--- config.mk ---
export PLATFORM = sky130hd
export DESIGN_NAME = des_ip_loader
export DESIGN_NICKNAME = d
export VERILOG_FILES = /design/src/rtl/des_pkg.sv /design/src/rtl/des_ip_perm.sv /design/src/rtl/des_ip_loader.sv
export SDC_FILE = /design/constraint.sdc
export NUM_CORES = 1
export LEC_CHECK = 0
export CAP_MARGIN = 30
export CORE_MARGIN = 2
export CORE_UTILIZATION = 50
export DETAILED_ROUTE_END_ITERATION = 6
export GPL_ROUTABILITY_DRIVEN = 0
export PLACE_DENSITY = 0.84
export SYNTH_ARGS = -nofsm -noshare
export SYNTH_HDL_FRONTEND = slang
export SYNTH_SLANG_ARGS = --single-unit
--- constraint.sdc ---
create_clock -name clk -period 2.1 [get_ports clk]
set_input_delay 0.315 -clock clk [delete_from_list [all_inputs] [get_ports clk]]
set_output_delay 0.315 -clock clk [all_outputs]
set_load 0.02 [all_outputs]
--- src/rtl/des_pkg.sv ---
// Shared DES constants and the initial-permutation index function.
// Bit numbering is [0:63] with bit 0 as the MSB, i.e. DES numbering minus 1.
package des_pkg;

   localparam int unsigned BLOCK_W = 64;
   localparam int unsigned HALF_W  = 32;

   // Source bit of IP output position i: out[8r+c] = blk[8*(7-c) + s(r)].
   function automatic int unsigned ip_src(input int unsigned i);
      int unsigned r;
      int unsigned c;
      int unsigned s;
      r = i / 8;
      c = i % 8;
      s = (r < 4) ? (2 * r + 1) : (2 * (r - 4));
      return 8 * (7 - c) + s;
   endfunction

endpackage

--- src/rtl/des_ip_perm.sv ---
// Combinational DES initial permutation; pure wiring, same index convention
// as the final-permutation stage.
module des_ip_perm
   import des_pkg::*;
(
   input  logic [BLOCK_W-1:0] blk_i,
   output logic [BLOCK_W-1:0] ip_o
);

   // Index i in [0:63] lives at vector bit 63-i.
   for (genvar i = 0; i < BLOCK_W; i++) begin : g_bit
      localparam int unsigned Src = BLOCK_W - 1 - ip_src(i);
      assign ip_o[BLOCK_W-1-i] = blk_i[Src];
   end

endmodule

--- src/rtl/des_ip_loader.sv ---
// Serial-to-block loader applying DES IP and presenting L0/R0 over valid/ready.
// Optional synchronous abort port enabled by defining DES_IP_ABORT_EN.
module des_ip_loader
   import des_pkg::*;
#(
   parameter int unsigned BEAT_W = 8
) (
   input  logic              clk,
   input  logic              rst_n,
   input  logic [BEAT_W-1:0] in_data,
   input  logic              in_valid,
`ifdef DES_IP_ABORT_EN
   input  logic              abort,
`endif
   output logic              in_ready,
   output logic [HALF_W-1:0] out_l,
   output logic [HALF_W-1:0] out_r,
   output logic              out_valid,
   input  logic              out_ready,
   output logic              busy
);

   localparam int unsigned NBEATS = BLOCK_W / BEAT_W;
   localparam int unsigned CntW   = (NBEATS > 1) ? $clog2(NBEATS) : 1;

   logic [BLOCK_W-1:0] sreg_q, sreg_d;
   logic [CntW-1:0]    cnt_q, cnt_d;
   logic [HALF_W-1:0]  out_l_q, out_l_d;
   logic [HALF_W-1:0]  out_r_q, out_r_d;
   logic               out_valid_q, out_valid_d;

   logic [BLOCK_W-1:0] full_blk;
   logic [BLOCK_W-1:0] ip_blk;
   logic               last_beat;
   logic               accept;
   logic               complete;
   logic               abort_req;

`ifdef DES_IP_ABORT_EN
   assign abort_req = abort;
`else
   assign abort_req = 1'b0;
`endif

   // Block as it would stand with the current beat shifted in; also the IP source.
   assign full_blk  = (sreg_q << BEAT_W) | BLOCK_W'(in_data);
   assign last_beat = (cnt_q == CntW'(NBEATS - 1));

   des_ip_perm u_perm (
      .blk_i (full_blk),
      .ip_o  (ip_blk)
   );

   always_comb begin
      // Only the final beat can stall, and only while the held block is not draining.
      in_ready = ~(last_beat & out_valid_q & ~out_ready) & ~abort_req;
      accept   = in_valid & in_ready;
      complete = accept & last_beat;

      sreg_d      = sreg_q;
      cnt_d       = cnt_q;
      out_l_d     = out_l_q;
      out_r_d     = out_r_q;
      out_valid_d = out_valid_q;

      if (abort_req) begin
         sreg_d = '0;
         cnt_d  = '0;
      end else if (accept) begin
         sreg_d = full_blk;
         cnt_d  = last_beat ? '0 : cnt_q + 1'b1;
      end

      if (complete) begin
         out_l_d     = ip_blk[BLOCK_W-1:HALF_W];
         out_r_d     = ip_blk[HALF_W-1:0];
         out_valid_d = 1'b1;
      end else if (out_valid_q && out_ready) begin
         out_valid_d = 1'b0;
      end
   end

   always_ff @(posedge clk or negedge rst_n) begin
      if (!rst_n) begin
         sreg_q      <= '0;
         cnt_q       <= '0;
         out_l_q     <= '0;
         out_r_q     <= '0;
         out_valid_q <= 1'b0;
      end else begin
         sreg_q      <= sreg_d;
         cnt_q       <= cnt_d;
         out_l_q     <= out_l_d;
         out_r_q     <= out_r_d;
         out_valid_q <= out_valid_d;
      end
   end

   assign out_l     = out_l_q;
   assign out_r     = out_r_q;
   assign out_valid = out_valid_q;
   assign busy      = (cnt_q != '0);

endmodule

Yosys cells after proc, flatten, opt, wreduce, memory -nomap -nowiden
Cells that the tools add are included.
{ "totals": {"wordCells": 20, "output_inout_bits": 67, "reg_bits": 124} }
{ "op_classes": {"n_eq_ne": 1, "muxes": 3, "n_addsub": 1, "reduce_logical": 3, "bitwise_logic": 7} }
{ "op_table": {"columns": ["op", "count"], "rows": [
  ["$or A64 B8 Y64", 1],
  ["$and A1 B1 Y1", 4],
  ["$add A3 B1 Y3 const B", 1],
  ["$eq A3 B3 Y1 const B", 1],
  ["$mux W3", 1],
  ["$reduce_bool A3 Y1", 1],
  ["$mux W1", 2],
  ["$not A1 Y1", 2],
  ["$reduce_bool A2 Y1", 1],
  ["$logic_and A1 B1 Y1", 1]
]} }

Depth between registers and ports, before layout
Gate-level depths: netlist of the first run.
{ "logic_depth": {"word_depth": 7, "ltp_mapped": 7} }

Cells and area by module
A second synthesis of the first run with hierarchy kept.
{ "unflattened": {"cells_unflattened": 336, "hier_area_um2": 5509.0} }
{ "by_module_without_submodules": {"columns": ["module", "instances", "seq_area_each_um2", "cells_each", "area_per_inst_um2"], "rows": [
  ["des_ip_loader", 1, 3103.0, 272, 5028.6],
  ["des_ip_perm", 1, 0.0, 64, 480.5]
]} }

Worst setup path before layout of the first run
No wires, ideal clock.
{ "synth_path": {"path_kind": "flip-flop to flip-flop", "startpoint": "register cnt_q[0]", "endpoint": "register sreg_q[27]", "setup_ns": 0.125, "arrival_time_ns": 1.716, "required_time_ns": 1.975, "path_buffers": 2, "path_stages_with_launch": 8, "synth_period_minus_slack_ns": 1.841, "setup_slack_ns": 0.259, "path_cell_list": "dfrtp_1 ha_1 ha_1 nand3b_1 nand2_2 buf_6 buf_8 mux2_4"} }
{ "synth_between": {"elab_chain_cells": 5} }
{ "synth_rtl": {"columns": ["element", "line_no", "source"], "rows": [
  ["start: declaration", "des_ip_loader.sv:27", "logic [CntW-1:0] cnt_q, cnt_d;"],
  ["start signal: assignment", "des_ip_loader.sv:92", "cnt_q <= cnt_d;"],
  ["$eq A3 B3 Y1", "des_ip_loader.sv:47", "assign last_beat = (cnt_q == CntW'(NBEATS - 1));"],
  ["$and A1 B1 Y1 (2 in series)", "des_ip_loader.sv:56", "in_ready = ~(last_beat & out_valid_q & ~out_ready) & ~abort_req;"],
  ["$not A1 Y1", "des_ip_loader.sv:56", null],
  ["via in_ready", "des_ip_loader.sv:15", "output logic in_ready,"],
  ["$and A1 B1 Y1", "des_ip_loader.sv:57", "accept = in_valid & in_ready;"],
  ["end signal: assignment", "des_ip_loader.sv:91", "sreg_q <= sreg_d;"],
  ["end: declaration", "des_ip_loader.sv:26", "logic [BLOCK_W-1:0] sreg_q, sreg_d;"]
]} }
The timed path passes the listed nets, and every way through them passes these cells.
A chain may end at the register's enable or synchronous reset.

Final worst setup path of the first run
{ "layout_path": {"startpoint": "register cnt_q[0]", "endpoint": "output in_ready"} }
{ "layout_between": {"elab_chain_cells": 4} }
{ "layout_rtl": {"columns": ["element", "line_no"], "rows": [
  ["$eq A3 B3 Y1", "des_ip_loader.sv:47"],
  ["$and A1 B1 Y1 (2 in series)", "des_ip_loader.sv:56"],
  ["$not A1 Y1", "des_ip_loader.sv:56"],
  ["end: declaration", "des_ip_loader.sv:15"]
]} }
Every way passes these cells.

==> results of run 1 <==
cells in the final DEF (no fill, tap or decap):
master,n
buf_4,1
dlygate4sd3_1,1
clkbuf_1,6
clkdlybuf4s50_1,75
buf_2,1
and2b_4,1
clkinv_2,3
buf_12,6
nor2_8,1
a21o_1,1
mux2_4,69
clkbuf_16,16
nor3b_1,1
nand2_1,1
inv_1,2
ha_1,3
dlygate4sd2_1,1
mux2_2,53
clkinvlp_4,1
clkbuf_8,3
nand2b_1,2
dfrtp_1,124
nand3b_1,1
nand2_2,1
bufinv_16,3
worst paths after layout:
kind	from	endpoint	slack, ns	cells past startpoint
max in group asynchronous	rst_n	cnt_q[2]	1.38	3
min in group clk	in_data[7]	out_r[31]	0.44	2
hold reg to reg	sreg_q[51]	out_r[8]	0.50	1
setup reg to reg	cnt_q[0]	out_r[1]	0.21	6
setup / recovery	cnt_q[0]	in_ready	0.10	4
hold / removal	rst_n	out_r[2]	0.19	2
worst max-delay path: stages (launching register included):
cell	delay [ns]
dfrtp_1	0.42
ha_1	0.23
ha_1	0.22
nand3b_1	0.12
buf_2	0.18
registers in the layout, summed over array words and instances, names as in the netlist:
signal and cells:
out_r 32, out_valid 1, cnt_q 3, sreg_q 56, out_l 32
final cells by class:
cell class | count | area (um^2)
Fill cell | 719 | 3270
Sequential cell | 124 | 3100
Multi-Input combinational cell | 134 | 1750
Timing Repair Buffer | 85 | 902
Clock buffer | 25 | 464
Tap cell | 133 | 166
Clock inverter | 7 | 113
Inverter | 2 | 7.51
per-layer routing:
layer / global-route usage (%) / vias up
li1: - / 1139
met1: 21.9 / 1292
met2: 26.8 / 58
met3: 6.95 / 11
met4: 5.50 / 0
met5: 0 / -
power by group through the flow:
stage	registers, W	clock network [W]	logic (W)
detailed placement	0.00402	0	0.00388
finish	0.00401	0.00283	0.00384
global placement	0.00397	0	0.00378
floorplan	0.00463	0	0.00161
CTS	0.00403	0.00288	0.00390
global route	0.00413	0.00302	0.00405
through the flow:
step                      util (%)  instance area (um^2)
after floorplan                  -                  5030
after global placement        60.6                  5920
after detailed placement      60.6                  5920
after CTS                     66.5                  6500
after global routing          66.5                  6500
final                         66.5                  6500
logic make-up (layout without fill, tap and decap cells):
family          after synthesis  count (layout)  synth area share (%)
mux                         122             122                  32.4
flops                       124             124                  61.7
buf+inv                      14             119                  3.65
compound gates                1               1                 0.149
simple gates                  8               8                  1.34
fa+ha+maj                     3               3                 0.746
repair_timing:
item | in CTS | in global routing
hold endpoints to repair | 124 | 0
gates resized for setup | 5 | 0
setup endpoints to repair | 2 | 0
hold buffers | 1 | 0
==> reports/metrics.csv, run 1 <==
metric;value;unit
hold_class;input pin to async pin;
globalRouteOverflowTotal;0;
maxCapViolations;0;
ys_top_cells_by_count;dfrtp_1 (124), mux2_4 (69), mux2_2 (53), buf_12 (6), buf_4 (4);
finalSetupTns;0;ns
synth_top_area_share;61.7;%
dp_cells;477;
synth_nets;287;
yosysTopAreaCell;dfrtp_1;
clock_sinks;124;
grt_max_degree;59;
p_leak;2.88;nW
setup_viol_count_final;0;
post_drt_wl_per_cell;16.6;um
dr.first_iter.drc_count;66;
p_int;0.00754;W
crit_path_max_fanout;4;
start_util;51.5;%
pre_cts_ws;0.163;ns
powerDensity;1640;nW/um^2
drt_pass1_iterations;3;
synthArstFlopShare;100;%
avgViaCountPerCell;4.90;
grt_pass1_wl;14.4;mm
switchingPower;0.00314;W
end_kind;output port;
synthCells;272;
nets;379;
vias;2500;
syn_area;5030;um^2
yosysSeqAreaShare;61.7;%
clk_path_buf_depth;2;
postCtsSetupRepairBufs;0;
maxSlewViolCount;0;
routed_wl;8.45;mm
num_io_pins;79;
die_height;104;um
yosysMostFrequentCell;dfrtp_1;
drc;0;
clk_latency;0.51;ns
drtAntennaViolNets;0;
portBuffers;78;
cts-buffers-inserted;17;
grt_pass1_vias;2744;
hold-worst-slack;0.191;ns
relSlewSlack;79.9;%
syn_avg_cell_area;18.5;um^2
fp.dieW;104;um
fin_crit_sh;95.0;%
area_delta_synth_final;29.2;%
synth_area_leaders;dfrtp_1 (62%), mux2_4 (21%), mux2_2 (12%);
max_freq;501;MHz
dr_wl_met3;392;um
hold_violations;0;
pwr-share-seq;37.5;%
crit_arrival;1.68;ns
num_rows;36;
p_comb_share;36.0;%
top_layer;met4;
dieArea;10900;um^2
ys_types;17;
worst_pin_slew;0.302;ns
clk_pin_slew;0.06;ns
antenna_found_initial;0;
htree_levels;4;
sw_frac_of_total;29.4;%
rsz0062_at_grt;no;
place.detailed.hpwl;5.25;mm
globalRouteTotalUtil;17.1;%
dr_wl_met2;4.16;mm
power_frac_clock;26.5;%
status;complete, no violations;
wl_met1;3.78;mm
cp-start-kind;flop;
root_buffer;clkbuf_8;
finalNonFillerCells;510;
peakVddDrop;0.000909;V
synth_top_flop_cell;dfrtp_1;
finalCriticalPeriod;2.00;ns
fin_ws;0.105;ns
total_power;0.0107;W
path_class;flop to output port;
num_antenna_cells;0;
layout-drive-gt1-share;42.2;%
fp.coreArea;9770;um^2
synth_enable_flop_cells;0;
yosys_warnings;0;
skew;0.00655;ns
cts_tree;yes;
critPathRequiredTime;1.78;ns
synth.ff_latch_count;124;
(Power assumes the default switching activity.)
==> run 2: changes to the inputs <==
--- a/config.mk
+++ b/config.mk
@@ -8,6 +8,7 @@
 export CAP_MARGIN = 30
 export CORE_MARGIN = 2
 export CORE_UTILIZATION = 50
+export CTS_CLUSTER_SIZE = 40
 export DETAILED_ROUTE_END_ITERATION = 6
 export GPL_ROUTABILITY_DRIVEN = 0
 export PLACE_DENSITY = 0.84
==> results of run 2 <==
The final DEF is identical to that of run 1; final timing and power are the same.
==> run 3: changes to the inputs <==
--- a/config.mk
+++ b/config.mk
@@ -6,7 +6,6 @@
 export NUM_CORES = 1
 export LEC_CHECK = 0
 export CAP_MARGIN = 30
-export CORE_MARGIN = 2
 export CORE_UTILIZATION = 50
 export CTS_CLUSTER_SIZE = 40
 export DETAILED_ROUTE_END_ITERATION = 6
==> constraint.sdc (replaced) <==
create_clock -name clk -period 2.1 [get_ports clk]
set_input_delay 0.315 -clock clk [delete_from_list [all_inputs] [get_ports clk]]
set_output_delay 0.315 -clock clk [all_outputs]
set_load 0.01 [all_outputs]
==> run 3 against run 2 <==
Worst setup slack improved by 0.056 ns. Cell count increased by 0.39%. Sequential power about the same. Via count increased by 0.32%. Combinational power decreased by 12%. Final area increased by 1.3%. Clock power increased by 8.5%. Largest power group unchanged. Sequential share of layout area decreased by 0.61 points.
==> reports/metrics.csv, run 3 (synthesis results as in run 1) <==
metric;value;unit;change
drt_pass1_iterations;4;;+1
power_frac_clock;29.5;%;+3.0 points
place.detailed.hpwl;5.11;mm;-2.8%
hold_violations;0;;unchanged
routed_wl;8.13;mm;-3.8%
clk_path_buf_depth;2;;unchanged
r2r-end;out_r[1];;
ff2ff_setup_slack;0.30;ns;+0.09 ns
crit_path_max_fanout;3;;-1
status;complete, no violations;;
crit_arrival;1.62;ns;-0.06 ns
setup_viol_count_final;0;;unchanged
dieArea;10500;um^2;-3.8%
cp_num_cells;4;;unchanged
use_met1;24.0;%;+2.1 points
cts-buffers-inserted;17;;unchanged
end_kind;output port;;
r2r_start;cnt_q[0];;
finalSetupTns;0;ns;unchanged
skew;0.00832;ns;+0.00177 ns
largest_register_ffs;56;;unchanged
p_comb_share;32.3;%;-3.7 points
sw_frac_of_total;25.5;%;-4.0 points
relSlewSlack;75.9;%;-3.9 points
cp-start-kind;flop;;
peakVddDrop;0.000865;V;-4.9%
path_class;flop to output port;;
fp.dieW;102;um;-1.9%
num_io_pins;79;;unchanged
pwr-share-seq;38.2;%;+0.7 points
reg2reg_depth;6;;unchanged
fin_util;67.4;%;+0.86 points
worst_pin_slew;0.361;ns;+0.0588 ns
drtAntennaViolNets;0;;unchanged
maxCapViolations;0;;unchanged
max_freq;516;MHz;+2.9%
clk_pin_slew;0.06;ns;about the same
path_cells;ha_1 > ha_1 > nand3b_1 > clkbuf_2;;
globalRouteOverflowTotal;0;;unchanged
grt_pass1_vias;2594;;-5.5%
largest-register;sreg_q;;
htree_levels;4;;unchanged
cts_tree;yes;;
finalCriticalPeriod;1.94;ns;-0.0556 ns
antenna_found_initial;0;;unchanged
die_height;102;um;-1.9%
fill_cells;695;;-3.3%
top_usage_layer;met2;;
area_delta_synth_final;30.9;%;
clock_sinks;124;;unchanged
p_leak;2.92;nW;+1.5%
cp_slowest_cell;dfrtp_1;;
portBuffers;78;;unchanged
critPathRequiredTime;1.78;ns;about the same
critical-path-top-delay-family;adder cells;;
cpMostUsedCell;ha_1;;
root_buffer;clkbuf_8;;
cpPeakStageDelay;0.40;ns;-0.02 ns
fp.coreArea;9770;um^2;unchanged
num_antenna_cells;0;;unchanged
grt_pass1_wl;13.5;mm;-6.3%
crit_path_start;cnt_q[0];;
hold_class;input pin to async pin;;
vias;2508;;+0.32%
avgViaCountPerCell;4.90;;about the same
met3_usage;4.92;%;-2.0 points
nets;381;;+0.53%
start_util;51.5;%;unchanged
post_drt_wl_per_cell;15.9;um;-4.2%
clk_latency;0.49;ns;-0.02 ns
powerDensity;1580;nW/um^2;-3.7%
final_common_cell;dfrtp_1;;
rsz0062_at_grt;no;;
num_rows;36;;unchanged
use_met2;26.3;%;-0.42 points
maxSlewViolCount;0;;unchanged
fin_crit_sh;92.4;%;-2.6 points
layout_common_cells;dfrtp_1 (124), clkdlybuf4s50_1 (75), mux2_4 (69), mux2_2 (53), clkbuf_16 (16);;
grt_max_degree;70;;+19%
dr.first_iter.drc_count;71;;+7.6%
drc;0;;unchanged
cp_num_buf_inv;1;;unchanged
switchingPower;0.00265;W;-16%
globalRouteTotalUtil;17.3;%;+0.14 points
layout-drive-gt1-share;43.5;%;+1.4 points
p_int;0.00776;W;+3.0%
==> run 3: cell types whose count changed in the layout (fill, tap and decap cells not counted), sizes merged <==
cell          change
clkbuf            -4
bufinv            +2
clkinv            +2
buf               +1
clkinvlp          +1
dlygate4sd2       -1
dlymetal6s2s      +1
==> run 3: worst max-delay path by stage <==
stage	to	slack [ns]
2_1_floorplan	sreg_q[27]	0.35
3_3_place_gp	out_r[1]	0.25
3_5_place_dp	out_r[31]	0.19
4_1_cts	in_ready	0.03
5_1_grt	in_ready	0.10
6_report	in_ready	0.16
==> run 3: what timing repair did <==
action                                  4_1_cts  5_1_grt
gates resized for setup                       2        2
endpoints found under the setup margin        2        2
endpoints found under the hold margin       124        0
setup buffers                                 1        0
hold buffers                                  1        0
==> run 3: power groups by stage <==
stage,Sequential [W],Combinational [W],Clock (W)
after floorplan,0.00416,0.00160,0
after global placement,0.00398,0.00329,0
after detailed placement,0.00402,0.00338,0
after CTS,0.00400,0.00342,0.00313
after global routing,0.00412,0.00360,0.00326
final,0.00398,0.00336,0.00307
==> run 3: layer usage <==
layer | part of all wire (%) | routed length (um)
met5 | 0 | 0
met4 | 0.63 | 51
met3 | 3.3 | 269
met2 | 48 | 3880
met1 | 48 | 3920
==> run 3: worst reg2reg max path, stage by stage (launching register included) <==
cell and delay [ns]:
dfrtp_1 0.38, ha_1 0.16, ha_1 0.20, nand2_1 0.16
nor2_8 0.18, buf_12 0.23, mux2_2 0.37
==> run 3: layout make-up <==
type	count	area, um^2	area share [%]
Sequential cell	124	3100	47.1
Inverter	2	7.51	0.114
Clock inverter	12	194	2.95
Clock buffer	20	435	6.61
Multi-Input combinational cell	134	1750	26.5
Tap cell	133	166	2.53
Timing Repair Buffer	87	933	14.2
==> run 3: metrics by stage <==
step                worst slack, ns  instance area (um^2)  instances  power, W  hold WS, ns
finish                        0.160                  6590        512    0.0104        0.172
detailed placement            0.188                  5940        478   0.00739        0.119
global placement              0.248                  5940        478   0.00727        0.122
CTS                          0.0288                  6590        512    0.0105        0.144
floorplan                     0.353                  5030        272   0.00576       0.0194
global route                  0.100                  6590        512    0.0110        0.157
